## src/rtl/div_pkg.sv

```systemverilog
// Shared types and helpers for the sequential restoring divider.
// Holds the FSM state encoding, default width and counter sizing.
package div_pkg;

    typedef enum logic [1:0] {
        IDLE,
        CALC,
        DONE
    } state_t;

    localparam int DIV_DEFAULT_WIDTH = 4;

    function automatic int clog2(input int value);
        int bits;
        int rest;
        bits = 0;
        rest = value - 1;
        while (rest > 0) begin
            bits++;
            rest = rest >> 1;
        end
        return bits;
    endfunction

endpackage

```

## src/rtl/div_seq_if.sv

```systemverilog
// Request/response bundle of the divider.
// master drives operands and start, slave returns status and results.
interface div_seq_if
    import div_pkg::*;
#(
    parameter int WIDTH = DIV_DEFAULT_WIDTH
);

    logic             start;
    logic [WIDTH-1:0] dividend;
    logic [WIDTH-1:0] divisor;
    logic             busy;
    logic             done;
    logic [WIDTH-1:0] quotient;
    logic [WIDTH-1:0] remainder;
    logic             div_by_zero;

    modport master (
        output start,
        output dividend,
        output divisor,
        input  busy,
        input  done,
        input  quotient,
        input  remainder,
        input  div_by_zero
    );

    modport slave (
        input  start,
        input  dividend,
        input  divisor,
        output busy,
        output done,
        output quotient,
        output remainder,
        output div_by_zero
    );

endinterface

```

## src/rtl/div_step.sv

```systemverilog
// One combinational restoring-division step.
// Shifts in the next dividend bit and trial-subtracts the divisor.
module div_step
    import div_pkg::*;
#(
    parameter int WIDTH = DIV_DEFAULT_WIDTH
) (
    input  logic [WIDTH-1:0] rem_in,
    input  logic             dvd_bit,
    input  logic [WIDTH-1:0] divisor,
    output logic [WIDTH-1:0] rem_out,
    output logic             q_bit
);

    logic [WIDTH:0] shifted;
    logic [WIDTH:0] diff;

    // One extra bit keeps the trial difference's sign visible.
    assign shifted = {rem_in, dvd_bit};
    assign diff    = shifted - {1'b0, divisor};
    assign q_bit   = ~diff[WIDTH];

    // Restore by keeping the shifted value when the subtraction underflows.
    assign rem_out = q_bit ? diff[WIDTH-1:0] : shifted[WIDTH-1:0];

endmodule

```

## src/rtl/div_seq.sv

```systemverilog
// Multi-cycle restoring divider, one quotient bit per clock.
// Optional two's-complement operands when DIV_SIGNED_EN is defined.
module div_seq
    import div_pkg::*;
#(
    parameter int WIDTH = DIV_DEFAULT_WIDTH
) (
    input  logic      clk,
    input  logic      rst_n,
    div_seq_if.slave  bus
);

    localparam int CW = clog2(WIDTH + 1);
    localparam logic [CW-1:0] LAST = CW'(WIDTH - 1);

    state_t           state;
    logic [CW-1:0]    cnt;
    logic [WIDTH-1:0] rem_acc;
    logic [WIDTH-1:0] dvd_acc;
    logic [WIDTH-1:0] dsr;

    logic             busy_q;
    logic             done_q;
    logic [WIDTH-1:0] quot_q;
    logic [WIDTH-1:0] rem_q;
    logic             dbz_q;

    logic [WIDTH-1:0] a_mag;
    logic [WIDTH-1:0] b_mag;
    logic [WIDTH-1:0] rem_next;
    logic             q_bit;
    logic [WIDTH-1:0] q_raw;
    logic [WIDTH-1:0] q_fin;
    logic [WIDTH-1:0] r_fin;
    logic             zero_div;

    assign zero_div = (bus.divisor == '0);

`ifdef DIV_SIGNED_EN
    logic a_neg;
    logic b_neg;
    logic q_neg;
    logic r_neg;

    assign a_neg = bus.dividend[WIDTH-1];
    assign b_neg = bus.divisor[WIDTH-1];

    // Most-negative magnitude wraps to itself, which is its correct unsigned value.
    assign a_mag = a_neg ? -bus.dividend : bus.dividend;
    assign b_mag = b_neg ? -bus.divisor  : bus.divisor;
`else
    assign a_mag = bus.dividend;
    assign b_mag = bus.divisor;
`endif

    div_step #(
        .WIDTH (WIDTH)
    ) u_step (
        .rem_in  (rem_acc),
        .dvd_bit (dvd_acc[WIDTH-1]),
        .divisor (dsr),
        .rem_out (rem_next),
        .q_bit   (q_bit)
    );

    // The final quotient bit joins the shifted-out accumulator bits.
    assign q_raw = {dvd_acc[WIDTH-2:0], q_bit};

`ifdef DIV_SIGNED_EN
    assign q_fin = q_neg ? -q_raw    : q_raw;
    assign r_fin = r_neg ? -rem_next : rem_next;
`else
    assign q_fin = q_raw;
    assign r_fin = rem_next;
`endif

`ifdef DIV_SIGNED_EN
    // Sign fix-up flags are latched with the operands.
    always_ff @(posedge clk or negedge rst_n) begin
        if (!rst_n) begin
            q_neg <= 1'b0;
            r_neg <= 1'b0;
        end else if (state != CALC && bus.start) begin
            q_neg <= a_neg ^ b_neg;
            r_neg <= a_neg;
        end
    end
`endif

    // Control FSM, datapath registers and registered outputs.
    always_ff @(posedge clk or negedge rst_n) begin
        if (!rst_n) begin
            state   <= IDLE;
            cnt     <= '0;
            rem_acc <= '0;
            dvd_acc <= '0;
            dsr     <= '0;
            busy_q  <= 1'b0;
            done_q  <= 1'b0;
            quot_q  <= '0;
            rem_q   <= '0;
            dbz_q   <= 1'b0;
        end else begin
            unique case (state)
                IDLE, DONE: begin
                    done_q <= 1'b0;
                    if (bus.start && !zero_div) begin
                        rem_acc <= '0;
                        dvd_acc <= a_mag;
                        dsr     <= b_mag;
                        cnt     <= '0;
                        busy_q  <= 1'b1;
                        state   <= CALC;
                    end else if (bus.start) begin
                        quot_q  <= '1;
                        rem_q   <= bus.dividend;
                        dbz_q   <= 1'b1;
                        done_q  <= 1'b1;
                        state   <= DONE;
                    end else begin
                        state   <= IDLE;
                    end
                end
                CALC: begin
                    rem_acc <= rem_next;
                    dvd_acc <= q_raw;
                    cnt     <= cnt + CW'(1);
                    if (cnt == LAST) begin
                        quot_q <= q_fin;
                        rem_q  <= r_fin;
                        dbz_q  <= 1'b0;
                        busy_q <= 1'b0;
                        done_q <= 1'b1;
                        state  <= DONE;
                    end
                end
                default: begin
                    busy_q <= 1'b0;
                    done_q <= 1'b0;
                    state  <= IDLE;
                end
            endcase
        end
    end

    assign bus.busy        = busy_q;
    assign bus.done        = done_q;
    assign bus.quotient    = quot_q;
    assign bus.remainder   = rem_q;
    assign bus.div_by_zero = dbz_q;

endmodule

```

## src/flat_wrapper.sv

```systemverilog
// flat-port wrapper written by rule: the top's interface ports become plain ports
module div_seq_flat import div_pkg::*;
#(
    parameter int WIDTH = DIV_DEFAULT_WIDTH
)
  (clk, rst_n, bus_start, bus_dividend, bus_divisor, bus_busy, bus_done, bus_quotient, bus_remainder, bus_div_by_zero);
  div_seq_if #(.WIDTH(WIDTH)) bus_i ();
  input  logic clk;
  input  logic rst_n;
  input wire logic [$bits(bus_i.start)-1:0] bus_start;
  input wire logic [$bits(bus_i.dividend)-1:0] bus_dividend;
  input wire logic [$bits(bus_i.divisor)-1:0] bus_divisor;
  output wire logic [$bits(bus_i.busy)-1:0] bus_busy;
  output wire logic [$bits(bus_i.done)-1:0] bus_done;
  output wire logic [$bits(bus_i.quotient)-1:0] bus_quotient;
  output wire logic [$bits(bus_i.remainder)-1:0] bus_remainder;
  output wire logic [$bits(bus_i.div_by_zero)-1:0] bus_div_by_zero;
  assign bus_i.start = bus_start;
  assign bus_i.dividend = bus_dividend;
  assign bus_i.divisor = bus_divisor;
  assign bus_busy = bus_i.busy;
  assign bus_done = bus_i.done;
  assign bus_quotient = bus_i.quotient;
  assign bus_remainder = bus_i.remainder;
  assign bus_div_by_zero = bus_i.div_by_zero;
  div_seq #(.WIDTH(WIDTH)) u_core (.clk(clk), .rst_n(rst_n), .bus(bus_i));
endmodule
```

## config.mk

```make
export PLATFORM = sky130hd
export DESIGN_NAME = div_seq_flat
export DESIGN_NICKNAME = d
export VERILOG_FILES = /design/src/rtl/div_pkg.sv /design/src/rtl/div_seq_if.sv /design/src/rtl/div_step.sv /design/src/rtl/div_seq.sv /design/src/flat_wrapper.sv
export SDC_FILE = /design/constraint.sdc
export NUM_CORES = 1
export LEC_CHECK = 0
export BUFFER_PORTS_ARGS = -buffer_cell sky130_fd_sc_hd__buf_2
export CAP_MARGIN = 20
export CORE_MARGIN = 2
export CORE_UTILIZATION = 55
export DETAILED_ROUTE_END_ITERATION = 12
export GPL_TIMING_DRIVEN = 0
export PLACE_DENSITY_LB_ADDON = 0.05
export SLEW_MARGIN = 15
export SYNTH_ARGS = -nofsm -noshare
export SYNTH_HDL_FRONTEND = slang
export SYNTH_SLANG_ARGS = --single-unit
```

## constraint.sdc

```tcl
create_clock -name clk -period 2.3 [get_ports clk]
set_input_delay 0.345 -clock clk [delete_from_list [all_inputs] [get_ports clk]]
set_output_delay 0.345 -clock clk [all_outputs]
set_load 0.01 [all_outputs]
```

# Yosys cells after proc, flatten, opt, wreduce, memory -nomap -nowiden
# Index checks and enable logic that the tools add are counted.
[op_classes]
add_sub_neg = 2
n_eq_ne = 7
n_mux = 29
bitwise = 1
n_reduce_logical = 10
[ops]
columns = ["cell", "n"]
rows = [
  ["4-bit 2-to-1 mux", 9],
  ["4-bit one-hot mux with 2 select lines", 4],
  ["1-bit 2-to-1 mux", 7],
  ["2-bit 2-to-1 mux", 3],
  ["1-bit one-hot mux with 2 select lines", 3],
  ["3-bit one-hot mux with 2 select lines", 1],
  ["2-bit AND reduction", 3],
  ["5-bit by 4-bit subtractor with 5-bit output", 1],
  ["4-bit zero test", 1],
  ["2-bit by 1-bit inequality test with 1-bit output, second input constant", 2],
  ["2-bit inequality test, second input constant", 2],
  ["2-bit one-hot mux with 2 select lines", 1],
  ["4-bit AND reduction", 1],
  ["3-bit by 1-bit adder with 3-bit output, second input constant", 1],
  ["3-bit by 2-bit == test with 1-bit output, second input constant", 1],
  ["3-bit 2-to-1 mux", 1],
  ["2-bit by 1-bit == test with 1-bit output, second input constant", 1],
  ["2-bit == test, second input constant", 1],
  ["2-bit zero test", 1],
  ["2-bit nonzero test", 1],
  ["2-bit OR reduction", 1],
  ["1-bit logical AND", 1],
  ["1-bit zero test", 1],
  ["1-bit NOT", 1],
]
[totals]
register_bits = 28
inputBits = 11
wordCells = 59

# Depth between registers and ports, before layout
# Gate-level depths: netlist of run 1.
[logic_depth]
ltp_word = 5
mapped_depth = 8

# Modules after synthesis
# Synthesis of run 1 repeated with hierarchy kept, for this count alone.
[unflattened]
cells_unflattened = 139
hier_area_um2 = 1396.3
[modules_own_cells]
columns = ["mod", "n_inst", "cells_each", "area_per_inst_um2"]
rows = [
  ["div_seq", 1, 115, 1192.4],
  ["div_step", 1, 24, 203.9],
]

# Least setup slack after synthesis of run 1
# OpenSTA, ideal clock, no wires.
[synth_path]
kind = "flip-flop to flip-flop"
start = "register u_core.dvd_acc[3]"
end = "register u_core.rem_q[2], in the netlist u_core.bus.remainder[2]"
setup_time_ps = 133
t_arrival_ps = 1862
t_required_ps = 2167
setup_slack_ps = 305
stages_incl_launch_ff = 9
n_path_buf = 0
period_less_slack_ps = 1995
cell_sequence = "dfrtp_1 -> inv_1 -> ha_1 -> fa_1 -> nand2b_1 -> a21oi_4 -> nor2_1 -> a2111oi_1 -> a21oi_1"
[synth_between]
elab_chain_cells = 4
[synth_lines]
columns = ["element", "line_no", "rtl"]
rows = [
  ["from (decl)", "div_seq.sv:19", "logic [WIDTH-1:0] dvd_acc;"],
  ["from (signal assigned)", "div_seq.sv:109", "dvd_acc <= a_mag;"],
  ["from (signal assigned)", "div_seq.sv:126", "dvd_acc <= q_raw;"],
  ["5-bit by 4-bit subtractor with 5-bit output", "div_step.sv:20", "assign diff = shifted - {1'b0, divisor};"],
  ["4-bit 2-to-1 mux", "div_step.sv:24", "assign rem_out = q_bit ? diff[WIDTH-1:0] : shifted[WIDTH-1:0];"],
  ["4-bit 2-to-1 mux", "div_seq.sv:128", "if (cnt == LAST) begin"],
  ["4-bit one-hot mux with 2 select lines", "div_seq.sv:104", "unique case (state)"],
  ["to (signal assigned)", "div_seq.sv:116", "rem_q <= bus.dividend;"],
  ["to (signal assigned)", "div_seq.sv:130", "rem_q <= r_fin;"],
  ["to (decl)", "div_seq.sv:25", "logic [WIDTH-1:0] rem_q;"],
]
# No other way between the ends. The select of a mux whose other input is x is not followed.
# A chain may end at the register's enable or synchronous reset.

# Final worst setup path of run 1
[layout_path]
start = "register u_core.dvd_acc[3]"
end = "register u_core.rem_q[3], in the netlist u_core.bus.remainder[3]"
# The elaborated chain is that of the path after synthesis.

==> metrics.cfg, run 1 <==
[global_routing]
grt_max_degree=28
overflow=0
grt_pass1_vias=1164
antenna_found_initial=0
grt_pass1_wl_mm=5.29
grt_usage_pct=21.3

[critical_path]
crit_family=adder cells
critPathCaptureType=flop
worstPathArrival_ps=2430
path_max_fanout=7
cp-start-kind=flop
path_class=flop to flop
cp_slowest_cell=dfrtp_1
cp.required_ps=2510
crit_buf_inv=1
path_common_cell=nand2b_1
cp_cell_sequence=inv_1 -> ha_1 -> fa_2 -> nand2b_1 -> a21oi_4 -> xor2_1 -> nand2b_1 -> a41oi_1
max_stage_delay_ps=420

[synthesis]
yosysWarningCount=0
synth_top_area_share_pct=46.8
synth_cells=148
yosysMostFrequentCell=dfrtp_1
ys_ff_latch=27
synth_commonest_cells=dfrtp_1, nand2_1, nor2_1, a21oi_1, o21ai_0
yosys.area.top_type=dfrtp_1
async_flop_share_pct=100
seq_area_frac_synth_pct=46.8
synth_area_leaders=dfrtp_1, ha_1, nand2_1
syn-cell-area_mm2=0.00144
synth_edf_count=0
dominantRegCellSynth=dfrtp_1
syn_avg_cell_area_um2=9.76
syn_nets=166
synth_cell_type_count=38

[cells_and_area]
fill_cells=230
synthToLayoutAreaGrowth_pct=13.2
antenna_cells=0
fin_nets=193
fin_util_pct=66.0
drive_above_1_share_pct=23.6

[sta]
slew_viol_final=0
tns_ps=0
setup_viol=0
rsz0062_at_grt=false
hold_ws_ps=-18.7
setup_slack_ps=87.2
fin_crit_sh_pct=96.2
fmax_mhz=452
relSlewSlack_pct=60.6
hold_viol_final=20
worst_pin_slew_ps=591
final.min_clock_period_ps=2210
finClkSkew_ps=13.4

[drt]
drtIter0Drc=18
drt_pre_antenna_iters=4
antenna_left=0
wl_mm=3.06
wl_per_cell_um=15.0
drc=0
vias=1148
via_per_inst=5.63

[power_and_ir_drop]
leakagePower_uw=0.000749
internal-power_uw=1410
power_density_mw_per_mm2=1560
p_clk_share_pct=8.5
power.share.combinational_pct=59.0
total_power_uw=2550
swShare_pct=44.7
p_sw_uw=1140
p_seq_share_pct=32.4
ir_worst_vdd_mv=0.965

[floorplan]
core_mm2=0.00248
num_rows=18
die_area_mm2=0.00305
die_y_um=55.2
die_x_um=55.2
io_pins=22
initial_core_util_pct=58.3

[clock_tree]
root_buffer=clkbuf_4
holdBufCountCts=0
clk_latency_ps=340
tritoncts=built
clkSinkCount=27
clkSlewWorstSetupHoldPaths_ps=160
numCtsBuffers=3
clockBufferDepth=2
htree_levels=1

[flow_run]
max_cap_viol_count=0

[min_path]
hold_path_class=input pin to async pin

[run_status]
violations=hold timing
status=complete, but fails checks

[placed_design]
place_ws_ps=38.8
gp_congestion=0.850
dpl.hpwl_mm=2.38
port_buffers=21

==> kinds of logic (layout without fill, tap and decap cells) <==
group           after synthesis  after routing  share of synthesized area, %
simple gates                 58             58                          21.2
mux                           2              2                          1.39
compound gates               38             38                          17.4
flops                        27             27                          46.8
fa+ha+maj                     7              7                          6.59
xor+xnor                      3              3                          1.82
buf+inv                      13             39                          4.77
==> layout by cell type, fill, tap and decap left out, drive strengths merged, types with 5 or more instances in the layout <==
| master | instances |
|---|---|
| a21oi | 13 |
| a31oi | 5 |
| buf | 28 |
| dfrtp | 27 |
| ha | 6 |
| inv | 6 |
| nand2 | 19 |
| nand2b | 5 |
| nor2 | 17 |
| o21ai | 8 |
==> layout make-up <==
class | instances | area, µm² | area share [%]
sequential | 27 | 676 | 41.3
inverter | 6 | 22.5 | 1.38
clock buffer | 3 | 22.5 | 1.38
tap | 30 | 37.5 | 2.30
clock inverter | 1 | 7.51 | 0.459
timing repair buffer | 22 | 113 | 6.89
buffer | 7 | 46.3 | 2.83
multi-input combinational | 108 | 709 | 43.4
==> worst reg2reg max path, cell delays in order, from the launching register on <==
cell	delay, ps
dfrtp_1	420
inv_1	70
ha_1	220
fa_2	370
nand2b_1	190
a21oi_4	260
xor2_1	270
nand2b_1	170
a41oi_1	120
==> routing by layer <==
layer	global-route usage (%)	up-vias	routed length, µm
met5	0	-	0
met4	6.27	0	29
met3	2.34	4	77
met2	35.9	15	1470
met1	29.1	562	1490
li1	-	567	-
==> state kept, by name, summed over array words and instances, names as in the netlist <==
signal / cells
u_core.bus.busy: 1
u_core.state: 2
u_core.dvd_acc: 4
u_core.bus.remainder: 4
u_core.bus.quotient: 4
u_core.dsr: 4
u_core.bus.div_by_zero: 1
u_core.rem_acc: 4
u_core.cnt: 3
==> worst paths after layout <==
path                                   start                 endpoint  slack (ps)  cells past startpoint
setup reg to reg           u_core.dvd_acc[3]  u_core.bus.remainder[3]          90                      8
hold / removal                         rst_n            u_core.cnt[1]         -20                      1
setup / recovery           u_core.dvd_acc[3]  u_core.bus.remainder[3]          90                      8
hold reg to reg              u_core.bus.busy          u_core.bus.busy         500                      1
min in group clk             bus_dividend[3]        u_core.dvd_acc[3]         260                      3
max in group asynchronous              rst_n            u_core.dsr[2]        1920                      1
==> power by group through the flow <==
stage / logic, µW / registers, µW / clock network [µW]
4_1_cts: 1460 / 826 / 218
5_1_grt: 1670 / 857 / 241
6_report: 1500 / 827 / 218
2_1_floorplan: 1060 / 845 / 0
3_5_place_dp: 1450 / 839 / 0
3_3_place_gp: 1390 / 829 / 0
==> timing repair <==
action | in CTS | in global routing
gates resized for setup | 0 | 4
setup endpoints to repair | 0 | 4
buffers inserted | 0 | 1
==> per-stage QoR <==
stage	area [µm²]	instances
floorplan	1440	148
global placement	1590	199
detailed placement	1590	199
CTS	1620	203
global route	1630	204
finish	1630	204
Power figures use the tool's default switching activity.
==> run 2, diff against run 1 <==
--- a/config.mk
+++ b/config.mk
@@ -15,4 +15,5 @@
 export SLEW_MARGIN = 15
 export SYNTH_ARGS = -nofsm -noshare
 export SYNTH_HDL_FRONTEND = slang
+export SYNTH_HIERARCHICAL = 1
 export SYNTH_SLANG_ARGS = --single-unit
==> metrics.cfg, run 2 <==
[floorplan]
die_area_mm2=0.00296
die_y_um=54.4
die_x_um=54.4
io_pins=22
initial_core_util_pct=57.4
num_rows=18
core_mm2=0.00243

[global_routing]
grt_usage_pct=23.5
grt_max_degree=28
overflow=0
antenna_found_initial=0
grt_pass1_wl_mm=4.82
grt_pass1_vias=1048

[synthesis]
syn_avg_cell_area_um2=10.0
async_flop_share_pct=100
yosysWarningCount=6
synth_commonest_cells=dfrtp_1, nand2_1, nor2_1, inv_1, o21ai_0
syn_nets=157
syn-cell-area_mm2=0.00140
yosys.area.top_type=dfrtp_1
synth_cell_type_count=36
ys_ff_latch=27
yosysMostFrequentCell=dfrtp_1
synth_cells=139
seq_area_frac_synth_pct=48.4
dominantRegCellSynth=dfrtp_1
synth_area_leaders=dfrtp_1, nand2_1, ha_1
synth_edf_count=0
synth_top_area_share_pct=48.4

[critical_path]
rr_startpoint=u_core/dsr[0]
worstPathArrival_ps=2520
cp.required_ps=2530
crit_start=u_core/dsr[0]
crit_buf_inv=0
path_max_fanout=3
cp-start-kind=flop
cp_slowest_cell=dfrtp_1
path_class=flop to flop
cp_cell_sequence=ha_4 -> fa_2 -> nand2b_4 -> a21oi_4 -> xor2_4 -> mux2_4 -> a221o_1
reg2regPathDepth=7
critPathCaptureType=flop
max_stage_delay_ps=450
cp.depth=7
crit_family=compound AO/OA/AOI/OAI gates

[drt]
wl_per_cell_um=15.1
via_per_inst=5.66
antenna_left=0
drtIter0Drc=19
wl_mm=3.00
drt_pre_antenna_iters=4
vias=1120
drc=0

[placed_design]
port_buffers=21
place_inst=190
gp_congestion=0.824
dpl.hpwl_mm=2.15

[clock_tree]
clk_latency_ps=330
root_buffer=clkbuf_4
holdBufCountCts=0
clockBufferDepth=2
clkSinkCount=27
numCtsBuffers=3
htree_levels=1
tritoncts=built
clkSlewWorstSetupHoldPaths_ps=140

[sta]
hold_viol_final=18
rsz0062_at_grt=true
hold_ws_ps=-11.0
finClkSkew_ps=5.64
relSlewSlack_pct=53.9
worst_pin_slew_ps=688
fin_crit_sh_pct=99.5
tns_ps=0
final.min_clock_period_ps=2290
setup_viol=0
slew_viol_final=0
fmax_mhz=437

[cells_and_area]
final_common_cell=dfrtp_1
layout_common_cells=dfrtp_1, nand2_1, buf_2, nor2_1
fin_nets=187
antenna_cells=0
finalNonFillerCells=198
synthToLayoutAreaGrowth_pct=18.0
drive_above_1_share_pct=26.2

[power_and_ir_drop]
leakagePower_uw=0.000796
power_density_mw_per_mm2=1640
total_power_uw=2710
ir_worst_vdd_mv=1.04

[run_status]
status=complete, but fails checks
violations=hold timing

[min_path]
hold_path_class=input pin to async pin

[flow_run]
max_cap_viol_count=0

## run 2: through the flow
stage                     cell area, µm²  utilization (%)  setup slack [ps]
after floorplan                     1400                -              4.52
after global routing                1650             67.7             -68.3
final                               1650             67.7              11.2
after detailed placement            1550             63.5              -162
after global placement              1550             63.5              -162
after CTS                           1620             66.7              20.6
## run 2: report_power, final
part           switching (µW)  leakage [µW]  internal, µW
combinational             837      0.000456           793
sequential                166      0.000324           702
clock                     139     0.0000150          68.0
## run 2: cells by family (layout without fill, tap and decap cells)
kind of cell | after synthesis | count (layout) | share of synthesized area (%)
compound gates | 28 | 28 | 13.4
mux | 5 | 5 | 4.12
simple gates | 56 | 56 | 20.7
buf+inv | 13 | 42 | 4.21
fa+ha+maj | 7 | 7 | 6.81
flops | 27 | 27 | 48.4
xor+xnor | 3 | 3 | 2.42
## run 2: path summary, 6_finish.rpt
path,endpoint,slack (ps)
min reg2reg,u_core/bus.busy,510
max in group asynchronous,u_core/dvd_acc[2],1930
max reg2reg,u_core/bus.remainder[2],10
max,u_core/bus.remainder[2],10
min in group clk,u_core/dvd_acc[0],290
min,u_core/rem_acc[3],-10
## run 2: layer usage
metal	global-route usage [%]	up-vias	wire length, µm
li1	-	537	-
met1	30.7	534	1270
met2	39.2	42	1490
met3	3.55	7	177
met4	9.17	0	63
met5	0	-	0
## run 2: timing repair
item,in CTS,in global routing
buffers inserted,3,1
setup endpoints to repair,6,7
pin swaps,3,3
gates resized for setup,4,4
## run 2: layout make-up
type	instances	area (µm²)
Multi-Input combinational cell	99	711
Clock buffer	4	26.3
Fill cell	199	785
Buffer	5	28.8
Sequential cell	27	676
Timing Repair Buffer	25	139
Inverter	8	30.0
Tap cell	30	37.5
==> run 3, diff against run 2 <==
--- a/config.mk
+++ b/config.mk
@@ -11,7 +11,7 @@
 export CORE_UTILIZATION = 55
 export DETAILED_ROUTE_END_ITERATION = 12
 export GPL_TIMING_DRIVEN = 0
-export PLACE_DENSITY_LB_ADDON = 0.05
+export PLACE_DENSITY = 0.89
 export SLEW_MARGIN = 15
 export SYNTH_ARGS = -nofsm -noshare
 export SYNTH_HDL_FRONTEND = slang
==> metrics.cfg, run 3 (synthesis results as in run 2) <==
[global_routing]
antenna_found_initial=0
grt_max_degree=28
grtUsageMet3_pct=3.28
grt_pass1_wl_mm=4.91
busiest_layer=met2
grt_usage_pct=23.8
use_met2_pct=43.2
grt_pass1_vias=1099
grt_use_met1_pct=29.0
overflow=0

[drt]
wl_per_cell_um=15.2
vias=1143
drtIter0Drc=34
via_per_inst=5.80
drc=0
antenna_left=0
drt_pre_antenna_iters=4
wl_mm=2.99

[run_status]
violations=hold timing
status=complete, but fails checks

[cells_and_area]
antenna_cells=0
synthToLayoutAreaGrowth_pct=17.8
fin_util_pct=67.6
layout_common_cells=dfrtp_1, nand2_1, buf_2, nor2_1
fill_cells=187
finalNonFillerCells=197
final_area_mm2=0.00165
drive_above_1_share_pct=25.7
final_common_cell=dfrtp_1
fin_nets=186

[critical_path]
path_max_fanout=4
cp-start-kind=flop
critPathCaptureType=flop
worstPathArrival_ps=2460
path_class=flop to flop
cp.required_ps=2520

[clock_tree]
root_buffer=clkbuf_4
clockBufferDepth=2
htree_levels=1
tritoncts=built
clkSinkCount=27
clk_latency_ps=320
clkSlewWorstSetupHoldPaths_ps=130
holdBufCountCts=0
numCtsBuffers=3

[sta]
relSlewSlack_pct=57.6
finClkSkew_ps=3.25
rsz0062_at_grt=true
hold_ws_ps=-1.18
setup_viol=0
fmax_mhz=447
fin_crit_sh_pct=97.2
final.min_clock_period_ps=2240
hold_viol_final=3
worst_pin_slew_ps=634
slew_viol_final=0

[floorplan]
io_pins=22
die_y_um=54.4
num_rows=18
die_x_um=54.4
initial_core_util_pct=57.4
die_area_mm2=0.00296
core_mm2=0.00243

[min_path]
hold_path_class=input pin to async pin

[placed_design]
place_inst=190
gp_congestion=0.833
dpl.hpwl_mm=2.29
place_area_mm2=0.00155
port_buffers=21

[power_and_ir_drop]
leakagePower_uw=0.000790
power_density_mw_per_mm2=1650
ir_worst_vdd_mv=0.943

[flow_run]
max_cap_viol_count=0

[run 3: cell count changes in the layout (fill, tap and decap cells not counted)]
cell / change
buf_6: -1
mux2i_2: -1
mux2i_4: +1
[run 3: final cells by class]
| type | count | area, µm² | area share, % |
|---|---|---|---|
| Sequential cell | 27 | 676 | 41.1 |
| Buffer | 5 | 28.8 | 1.75 |
| Timing Repair Buffer | 24 | 128 | 7.76 |
| Tap cell | 30 | 37.5 | 2.28 |
| Inverter | 8 | 30.0 | 1.83 |
| Multi-Input combinational cell | 99 | 719 | 43.7 |
| Clock buffer | 4 | 26.3 | 1.60 |
[run 3: worst max-delay path: stages (launching register included)]
cell and delay, ps:
dfrtp_1 440, ha_4 180, fa_2 340, nand2b_4 160
a21oi_4 180, xor2_4 210, mux2_4 330, a221o_1 310
[run 3: what timing repair did]
action | 4_1_cts | 5_1_grt
pin swaps | 2 | 0
resized for setup | 4 | 4
setup endpoints to repair | 7 | 3
setup buffers | 3 | 0
[run 3: report_power, final]
group,internal [µW],total [µW],switching (µW)
clock network,67.9,197,129
registers,703,874,172
logic,802,1650,850
total,1570,2720,1150
[run 3: worst paths after layout]
path	slack [ps]	start	cells past startpoint	end
worst max-delay path	60	u_core/dsr[0]	7	u_core/bus.remainder[2]
worst min-delay path	-1	rst_n	1	u_core/bus.remainder[1]
worst max register to register	60	u_core/dsr[0]	7	u_core/bus.remainder[2]
worst min register to register	500	u_core/bus.div_by_zero	2	u_core/bus.div_by_zero
max in group asynchronous	1920	rst_n	1	u_core/cnt[2]
min in group clk	290	bus_dividend[0]	3	u_core/dvd_acc[0]
[run 3: stage by stage]
step	setup WS, ps	TNS (ps)	power [µW]
floorplan	4.52	0	1860
global placement	-140	-263	2140
detailed placement	-194	-658	2240
CTS	33.5	0	2620
global route	-18.3	-18.3	2960
finish	64.0	0	2720
[run 3: routing by layer]
metal | vias to the layer above | share of wire, %
met5 | - | 0
met4 | 0 | 1.1
li1 | 537 | -
met2 | 24 | 55
met3 | 6 | 2.7
met1 | 576 | 41
